`src/rtl/bg_scene_ctl.sv`:
```
// rtl/bg_scene_ctl.sv - vblank-synchronised scene/background arbiter for two requesters
// Optional frame counter output enabled by BG_SCENE_CTL_FRAME_CNT_EN.
module bg_scene_ctl #(
  parameter logic [1:0]  DEFAULT_SCENE = 2'd0,
  parameter logic [11:0] DEFAULT_COLOR = 12'h888
) (
  input  logic        clk,
  input  logic        rst,
  input  logic        vblnk,
  input  logic [1:0]  req,
  input  logic [1:0]  scene_a,
  input  logic [1:0]  scene_b,
  input  logic [11:0] color_a,
  input  logic [11:0] color_b,
  output logic [1:0]  gnt,
  output logic        done,
  output logic        busy,
`ifdef BG_SCENE_CTL_FRAME_CNT_EN
  output logic [15:0] frame_cnt,
`endif
  output logic [1:0]  scene,
  output logic [11:0] bg_color
);

  typedef enum logic [1:0] {IDLE, WAIT_VB, APPLY, DONE} state_t;

  state_t      state_q, state_d;
  logic        ptr_q, ptr_d;
  logic        win_q, win_d;
  logic [1:0]  gnt_q, gnt_d;
  logic        done_q, done_d;
  logic        vblnk_d_q, vblnk_d_d;
  logic [1:0]  sh_scene_q, sh_scene_d;
  logic [11:0] sh_color_q, sh_color_d;
  logic [1:0]  scene_q, scene_d;
  logic [11:0] color_q, color_d;
  logic        frame_edge;
  logic        win;

  always_comb begin
    state_d    = state_q;
    ptr_d      = ptr_q;
    win_d      = win_q;
    gnt_d      = gnt_q;
    done_d     = 1'b0;
    vblnk_d_d  = vblnk;
    sh_scene_d = sh_scene_q;
    sh_color_d = sh_color_q;
    scene_d    = scene_q;
    color_d    = color_q;
    frame_edge = vblnk & ~vblnk_d_q;
    win        = (req == 2'b11) ? ptr_q : req[1];

    case (state_q)
      IDLE: begin
        if (|req) begin
          win_d      = win;
          sh_scene_d = win ? scene_b : scene_a;
          sh_color_d = win ? color_b : color_a;
          gnt_d      = win ? 2'b10 : 2'b01;
          state_d    = WAIT_VB;
        end
      end
      WAIT_VB: begin
        // A withdrawn request wins over a coincident frame edge.
        if (!req[win_q]) begin
          gnt_d   = 2'b00;
          state_d = IDLE;
        end else if (frame_edge) begin
          state_d = APPLY;
        end
      end
      APPLY: begin
        scene_d = sh_scene_q;
        color_d = sh_color_q;
        done_d  = 1'b1;
        state_d = DONE;
      end
      DONE: begin
        ptr_d   = ~win_q;
        gnt_d   = 2'b00;
        state_d = IDLE;
      end
      default: begin
        gnt_d   = 2'b00;
        state_d = IDLE;
      end
    endcase
  end

  always_ff @(posedge clk) begin
    if (rst) begin
      state_q    <= IDLE;
      ptr_q      <= 1'b0;
      win_q      <= 1'b0;
      gnt_q      <= 2'b00;
      done_q     <= 1'b0;
      vblnk_d_q  <= 1'b0;
      sh_scene_q <= DEFAULT_SCENE;
      sh_color_q <= DEFAULT_COLOR;
      scene_q    <= DEFAULT_SCENE;
      color_q    <= DEFAULT_COLOR;
    end else begin
      state_q    <= state_d;
      ptr_q      <= ptr_d;
      win_q      <= win_d;
      gnt_q      <= gnt_d;
      done_q     <= done_d;
      vblnk_d_q  <= vblnk_d_d;
      sh_scene_q <= sh_scene_d;
      sh_color_q <= sh_color_d;
      scene_q    <= scene_d;
      color_q    <= color_d;
    end
  end

`ifdef BG_SCENE_CTL_FRAME_CNT_EN
  logic [15:0] frame_cnt_q, frame_cnt_d;

  always_comb begin
    frame_cnt_d = frame_cnt_q;
    if (frame_edge) frame_cnt_d = frame_cnt_q + 16'd1;
  end

  always_ff @(posedge clk) begin
    if (rst) frame_cnt_q <= 16'd0;
    else     frame_cnt_q <= frame_cnt_d;
  end

  assign frame_cnt = frame_cnt_q;
`endif

  assign gnt      = gnt_q;
  assign done     = done_q;
  assign busy     = (state_q != IDLE);
  assign scene    = scene_q;
  assign bg_color = color_q;

endmodule
```
`config.mk`:
```
export PLATFORM = sky130hd
export DESIGN_NAME = bg_scene_ctl
export DESIGN_NICKNAME = d
export VERILOG_FILES = /design/src/rtl/bg_scene_ctl.sv
export SDC_FILE = /design/constraint.sdc
export NUM_CORES = 1
export LEC_CHECK = 0
export ABC_AREA = 0
export BUFFER_PORTS_ARGS = -buffer_cell sky130_fd_sc_hd__buf_2
export CORE_MARGIN = 2
export CORE_UTILIZATION = 30
export DETAILED_ROUTE_END_ITERATION = 10
export MAX_ROUTING_LAYER = met4
export SYNTH_ARGS = -nofsm -noshare
export SYNTH_HDL_FRONTEND = slang
export SYNTH_SLANG_ARGS = --single-unit
export TNS_END_PERCENT = 100
```
`constraint.sdc`:
```
create_clock -name clk -period 2 [get_ports clk]
set_clock_uncertainty 0.1 [all_clocks]
set_input_delay 0.2 -clock clk [delete_from_list [all_inputs] [get_ports clk]]
set_output_delay 0.2 -clock clk [all_outputs]
set_load 0.02 [all_outputs]
```
==> flow_summary.yaml, run 1 <==
cts:
  ctsRootBufferMaster: "clkbuf_8"
  cts_num_sinks: 36
  cts_buffer_depth: 2
  insertion_delay_ps: 290
  ctsHoldBuffers: 0
  htreeDepth: 2
  cts.repair.resized: 0
  numCtsBuffers: 5
  clkTransAtPathRegs_ps: 70
  cts_tree: "done"
  postCtsSetupBuffers: 0
worst_hold_path:
  min_path_cells: 3
  hold_start: "vblnk"
  worstHoldPathType: "primary input to flop"
  min_to: "vblnk_d_q"
setup_path:
  critPathMaxFanout: 9
  reg2reg_slack_ps: 520
  r2r_end: "sh_color_q[7]"
  critical_path_class: "flop to output port"
  end_kind: "output port"
  r2r_start: "ptr_q"
  cp.required_ps: 1700
  cp.arrival_ps: 1230
  rr_worst_depth: 4
  critical_path.startpoint_type: "flop"
grt:
  grt_use_total_pct: 14.5
  grt_pass1_wl_um: 5850
  gr-total-overflow: 0
  grt_pass1_vias: 1236
  antenna_found_initial: 0
  grt_max_degree: 37
drt:
  firstDrtPassIters: 4
  wirelength_um: 3680
  drtAntennaViolNets: 0
  post_drt_wl_per_cell_um: 12.3
  drc_errors: 0
  viasPerCell: 4.60
  dr_total_vias: 1375
  drt-initial-drc-count: 71
timing:
  fin_setup_tns_ps: 0
  hold_viol_final: 0
  fmax_mhz: 652
  worstMarginPinSlew_ps: 689
  fin_ws_ps: 466
  setup_violations: 0
  max-slew-margin-rel_pct: 54.0
  period_share_pct: 76.7
  drv_slew: 0
  period_minus_slack_ps: 1530
  rsz0062_at_grt: "false"
yosys:
  yosysWarningCount: 0
  ys_types: 29
  synth_cells: 182
  synth.avg_cell_area_um2: 8.48
  synth.ff_latch_count: 36
  synth_area_um2: 1540
  synth-seq-area-share_pct: 46.7
  synth.net_count: 215
die:
  io_pins: 51
  die_y_um: 75.7
  dieArea_um2: 5740
  core-area_um2: 5040
  die_width_um: 75.7
  start_util_pct: 30.6
  rows: 26
final_layout:
  antenna_cells: 0
  n_fill_cell: 549
  fin_nets: 261
  drive_above_1_share_pct: 31.0
  areaGrowthSynthToFinish_pct: 25.4
power:
  power_density_nw_per_um2: 856
  irDropWorstVdd_uv: 456
  total_power_mw: 1.66
  power_leakage_nw: 0.841
place:
  dp_slack_ps: 515
  dp_hpwl_um: 2620
  routabilityCongestion: 0.802
  port_buffers: 50
flow_run:
  drv_cap: 0
run_status:
  outcome: "complete, no violations"
worst max-delay path, stage by stage, from the launching register on:
cell     delay (ps)
dfxtp_1         560
nor2_1          150
inv_1            80
buf_2           150
layout by cell type, fill, tap and decap left out, types with 2 or more instances in the layout:
| master | netlist | routed |
|---|---|---|
| nand2b_1 | 2 | 2 |
| mux2i_1 | 3 | 3 |
| nand3_1 | 12 | 12 |
| nand3b_1 | 3 | 3 |
| buf_2 | 7 | 50 |
| a311oi_1 | 6 | 6 |
| a21oi_1 | 15 | 15 |
| a211oi_1 | 2 | 2 |
| nand2_1 | 42 | 42 |
| and3_1 | 2 | 2 |
| o21bai_1 | 3 | 3 |
| inv_1 | 3 | 3 |
| nor2_1 | 21 | 21 |
| buf_4 | 3 | 4 |
| dfxtp_1 | 36 | 36 |
| clkbuf_8 | 0 | 5 |
| a311oi_2 | 6 | 6 |
cell families after synthesis:
kind of cell    Yosys count  share of synthesized area [%]
mux                       3                           1.94
buf+inv                  18                           6.16
flops                    36                           46.7
compound gates           38                           19.3
simple gates             87                           25.9
sequential cells by signal, summed over array words and instances, names as in the netlist, named ones only:
register / count
scene: 2
sh_color_q: 12
ptr_q: 1
bg_color: 12
sh_scene_q: 2
done: 1
vblnk_d_q: 1
gnt: 2
win_q: 1
state_q: 1
power breakdown:
part           internal (mW)  switching (mW)  total [mW]
clock network          0.370           0.263       0.633
registers              0.762          0.0290       0.791
logic                 0.0994           0.134       0.233
cell type report:
| class | count | area, µm² | share of cell area [%] |
|---|---|---|---|
| clock buffer | 6 | 72.6 | 3.75 |
| timing repair buffer | 54 | 280 | 14.5 |
| sequential | 36 | 721 | 37.2 |
| clock inverter | 2 | 35.0 | 1.81 |
| tap | 70 | 87.6 | 4.52 |
| multi-input combinational | 128 | 728 | 37.6 |
| inverter | 3 | 11.3 | 0.582 |
stage by stage:
step | utilization (%) | cell area (µm²) | std cells | hold slack, ps
finish | 38.4 | 1940 | 299 | 43.7
global route | 38.4 | 1940 | 299 | 60.8
CTS | 38.4 | 1940 | 299 | 36.8
detailed placement | 36.3 | 1830 | 291 | 345
global placement | 36.3 | 1830 | 291 | 336
floorplan | - | 1540 | 182 | 245
Yosys cell counts (all sizes together):
| library cell | count | area [µm²] |
|---|---|---|
| o22ai | 1 | 6.26 |
| nor2 | 21 | 78.8 |
| and2b | 1 | 7.51 |
| mux2i | 3 | 30.0 |
| o21ai | 2 | 10.0 |
| nand3b | 3 | 22.5 |
| clkbuf | 4 | 15.0 |
| a211oi | 2 | 15.0 |
| or4 | 1 | 7.51 |
| nand3 | 12 | 60.1 |
| buf | 11 | 68.8 |
| inv | 3 | 11.3 |
| nand2b | 3 | 26.3 |
| a21boi | 1 | 7.51 |
| a221oi | 1 | 8.76 |
| nand2 | 43 | 169 |
| dfxtp | 36 | 721 |
| nor3 | 1 | 16.3 |
| o21ba | 1 | 10.0 |
| o21bai | 3 | 22.5 |
| a21oi | 15 | 75.1 |
| a311oi | 12 | 143 |
| and3 | 2 | 12.5 |
worst max path at each step:
stage	cells after the start	from	slack (ps)	to
after floorplan	4	state_q[0]	700	sh_color_q[10]
after global placement	4	state_q[0]	480	sh_color_q[11]
after detailed placement	4	ptr_q	520	sh_scene_q[1]
after CTS	3	state_q[0]	450	busy
after global routing	4	ptr_q	350	sh_color_q[7]
final	3	state_q[0]	470	busy
per-layer routing:
metal,global-route usage (%),up-vias,part of all wire (%)
met5,-,-,0
met4,5.85,0,1.7
met3,5.56,7,6.3
met2,21.7,35,44
met1,17.5,618,48
li1,-,715,-
Note: power is estimated with default switching activity, not from simulation.
==> inputs of run 2 (changes only) <==
clock period = 1.2 ns   (was 2 ns; I/O delays follow)
==> run 2 against run 1 <==
Compared with the run above: the flow now finishes with violations (negative setup slack); clock power up 69%; utilization up 7.7 points; clock-buffer cell count unchanged; setup slack worse by 580 ps; die area unchanged; design area up 20%; total power up 81%; worst hold slack worse by 23 ps; cell count up 8.7%; highest routed layer unchanged.
==> flow_summary.yaml, run 2 (synthesis results as in run 1) <==
worst_hold_path:
  min_to: "sh_color_q[1]"
  hold_start: "color_b[1]"
  worstHoldPathType: "primary input to flop"
  min_path_cells: 3
cts:
  clkTransAtPathRegs_ps: 70
  ctsRootBufferMaster: "clkbuf_8"
  insertion_delay_ps: 290
  cts_tree: "done"
  numCtsBuffers: 5
  htreeDepth: 2
  cts_buffer_depth: 2
  cts_num_sinks: 36
run_status:
  outcome: "complete, but fails checks"
  violations: "negative setup slack"
final_layout:
  stdcell_count: 325
  fin_nets: 287
  antenna_cells: 0
  n_fill_cell: 491
  drive_above_1_share_pct: 42.4
  layout_commonest_cell: "buf_2"
  final_cell_mix: "buf_2, nand2_1, dfxtp_1"
  areaGrowthSynthToFinish_pct: 50.5
setup_path:
  r2r_end: "sh_color_q[6]"
  critPathMaxFanout: 6
  reg2reg_slack_ps: -110
  cp.required_ps: 1310
  critical_path_class: "flop to flop"
  r2r_start: "state_q[0]"
  critical_path.startpoint_type: "flop"
  end_kind: "flop"
  cp.arrival_ps: 1420
  rr_worst_depth: 5
place:
  routabilityCongestion: 0.759
  port_buffers: 50
  dp_hpwl_um: 2710
  dp_cells: 303
  dp_slack_ps: -139
timing:
  fin_ws_ps: -110
  period_share_pct: 109
  fmax_mhz: 763
  period_minus_slack_ps: 1310
  setup_violations: 17
  worstMarginPinSlew_ps: 244
  drv_slew: 0
  max-slew-margin-rel_pct: 83.4
  rsz0062_at_grt: "true"
  hold_viol_final: 0
  fin_setup_tns_ps: -970
drt:
  firstDrtPassIters: 4
  drt-initial-drc-count: 85
  drtAntennaViolNets: 0
  viasPerCell: 4.59
  dr_total_vias: 1492
  wirelength_um: 4270
  post_drt_wl_per_cell_um: 13.1
  drc_errors: 0
die:
  dieArea_um2: 5740
  rows: 26
  die_y_um: 75.7
  start_util_pct: 30.6
  core-area_um2: 5040
  io_pins: 51
  die_width_um: 75.7
flow_run:
  drv_cap: 0
grt:
  gr-total-overflow: 0
  grt_use_total_pct: 15.8
  grt_pass1_vias: 1413
  grt_pass1_wl_um: 6500
  antenna_found_initial: 0
  grt_max_degree: 37
power:
  power_density_nw_per_um2: 1290
  swShare_pct: 26.5
  clockPowerShare_pct: 35.6
  p_switching_mw: 0.794
  irDropWorstVdd_uv: 480
  power_leakage_nw: 0.999
  power.internal_mw: 2.20
  power_frac_seq_pct: 44.1
  pwr-share-comb_pct: 20.3
==> run 2: cell count changes in the layout (fill, tap and decap cells not counted), moves of 2 or more <==
cell	change
a21oi_1	-4
nor2_4	+2
buf_6	+5
dlygate4sd3_1	+9
nor2_1	-3
a21oi_2	+4
buf_12	+2
dfxtp_1	-3
a211oi_2	+2
a211oi_1	-2
dfxtp_4	+2
buf_4	+10
==> run 2: worst max-delay path by stage <==
stage,cells past startpoint,to,slack [ps],startpoint
6_report,5,sh_color_q[6],-110,state_q[0]
2_1_floorplan,5,sh_color_q[10],-40,state_q[0]
3_3_place_gp,3,bg_color[3],-150,state_q[0]
4_1_cts,4,sh_color_q[9],-100,flop
3_5_place_dp,3,bg_color[3],-140,state_q[0]
5_1_grt,4,sh_color_q[9],-170,state_q[0]
==> run 2: worst max-delay path: stages (launching register included) <==
cell and delay, ps:
dfxtp_4 380, nor3_4 250, buf_6 150, clkbuf_16 150
nor2_4 30, a311oi_2 160
==> run 2: through the flow <==
stage               util [%]  instance area (µm²)  hold slack, ps  power, mW
floorplan                  -                 1590             165       1.65
global placement        39.2                 1970             260       1.82
detailed placement      39.2                 1970             269       1.82
CTS                     43.9                 2220            13.2       2.93
global route            46.1                 2320            27.3       3.14
finish                  46.1                 2320            21.1       2.99
==> run 2: what timing repair did <==
item	CTS	global route
buffers inserted	1	2
endpoints found under the setup margin	32	29
hold buffers	9	0
pin swaps	0	7
gates resized for setup	11	15
gates cloned	0	2
hold endpoints to repair	9	0
==> run 2: cell type report <==
| type | count | area, µm² | share of cell area [%] |
|---|---|---|---|
| Clock buffer | 6 | 72.6 | 3.12 |
| Clock inverter | 2 | 35.0 | 1.51 |
| Inverter | 3 | 11.3 | 0.485 |
| Multi-Input combinational cell | 128 | 826 | 35.5 |
| Sequential cell | 36 | 729 | 31.4 |
| Tap cell | 70 | 87.6 | 3.77 |
| Timing Repair Buffer | 80 | 562 | 24.2 |
==> run 2: layer usage <==
layer | wire, µm | track usage [%] | vias to the layer above | part of all wire [%]
li1 | - | - | 766 | -
met1 | 1970 | 18.0 | 685 | 46
met2 | 2020 | 25.5 | 34 | 47
met3 | 162 | 3.70 | 7 | 3.8
met4 | 110 | 8.38 | 0 | 2.6
met5 | 0 | - | - | 0
==> run 2: power by group through the flow <==
| stage | clock (mW) | sequential [mW] | combinational (mW) |
|---|---|---|---|
| 2_1_floorplan | 0 | 1.35 | 0.303 |
| 3_3_place_gp | 0 | 1.34 | 0.475 |
| 3_5_place_dp | 0 | 1.35 | 0.478 |
| 4_1_cts | 1.09 | 1.32 | 0.523 |
| 5_1_grt | 1.15 | 1.33 | 0.662 |
| 6_report | 1.07 | 1.32 | 0.607 |
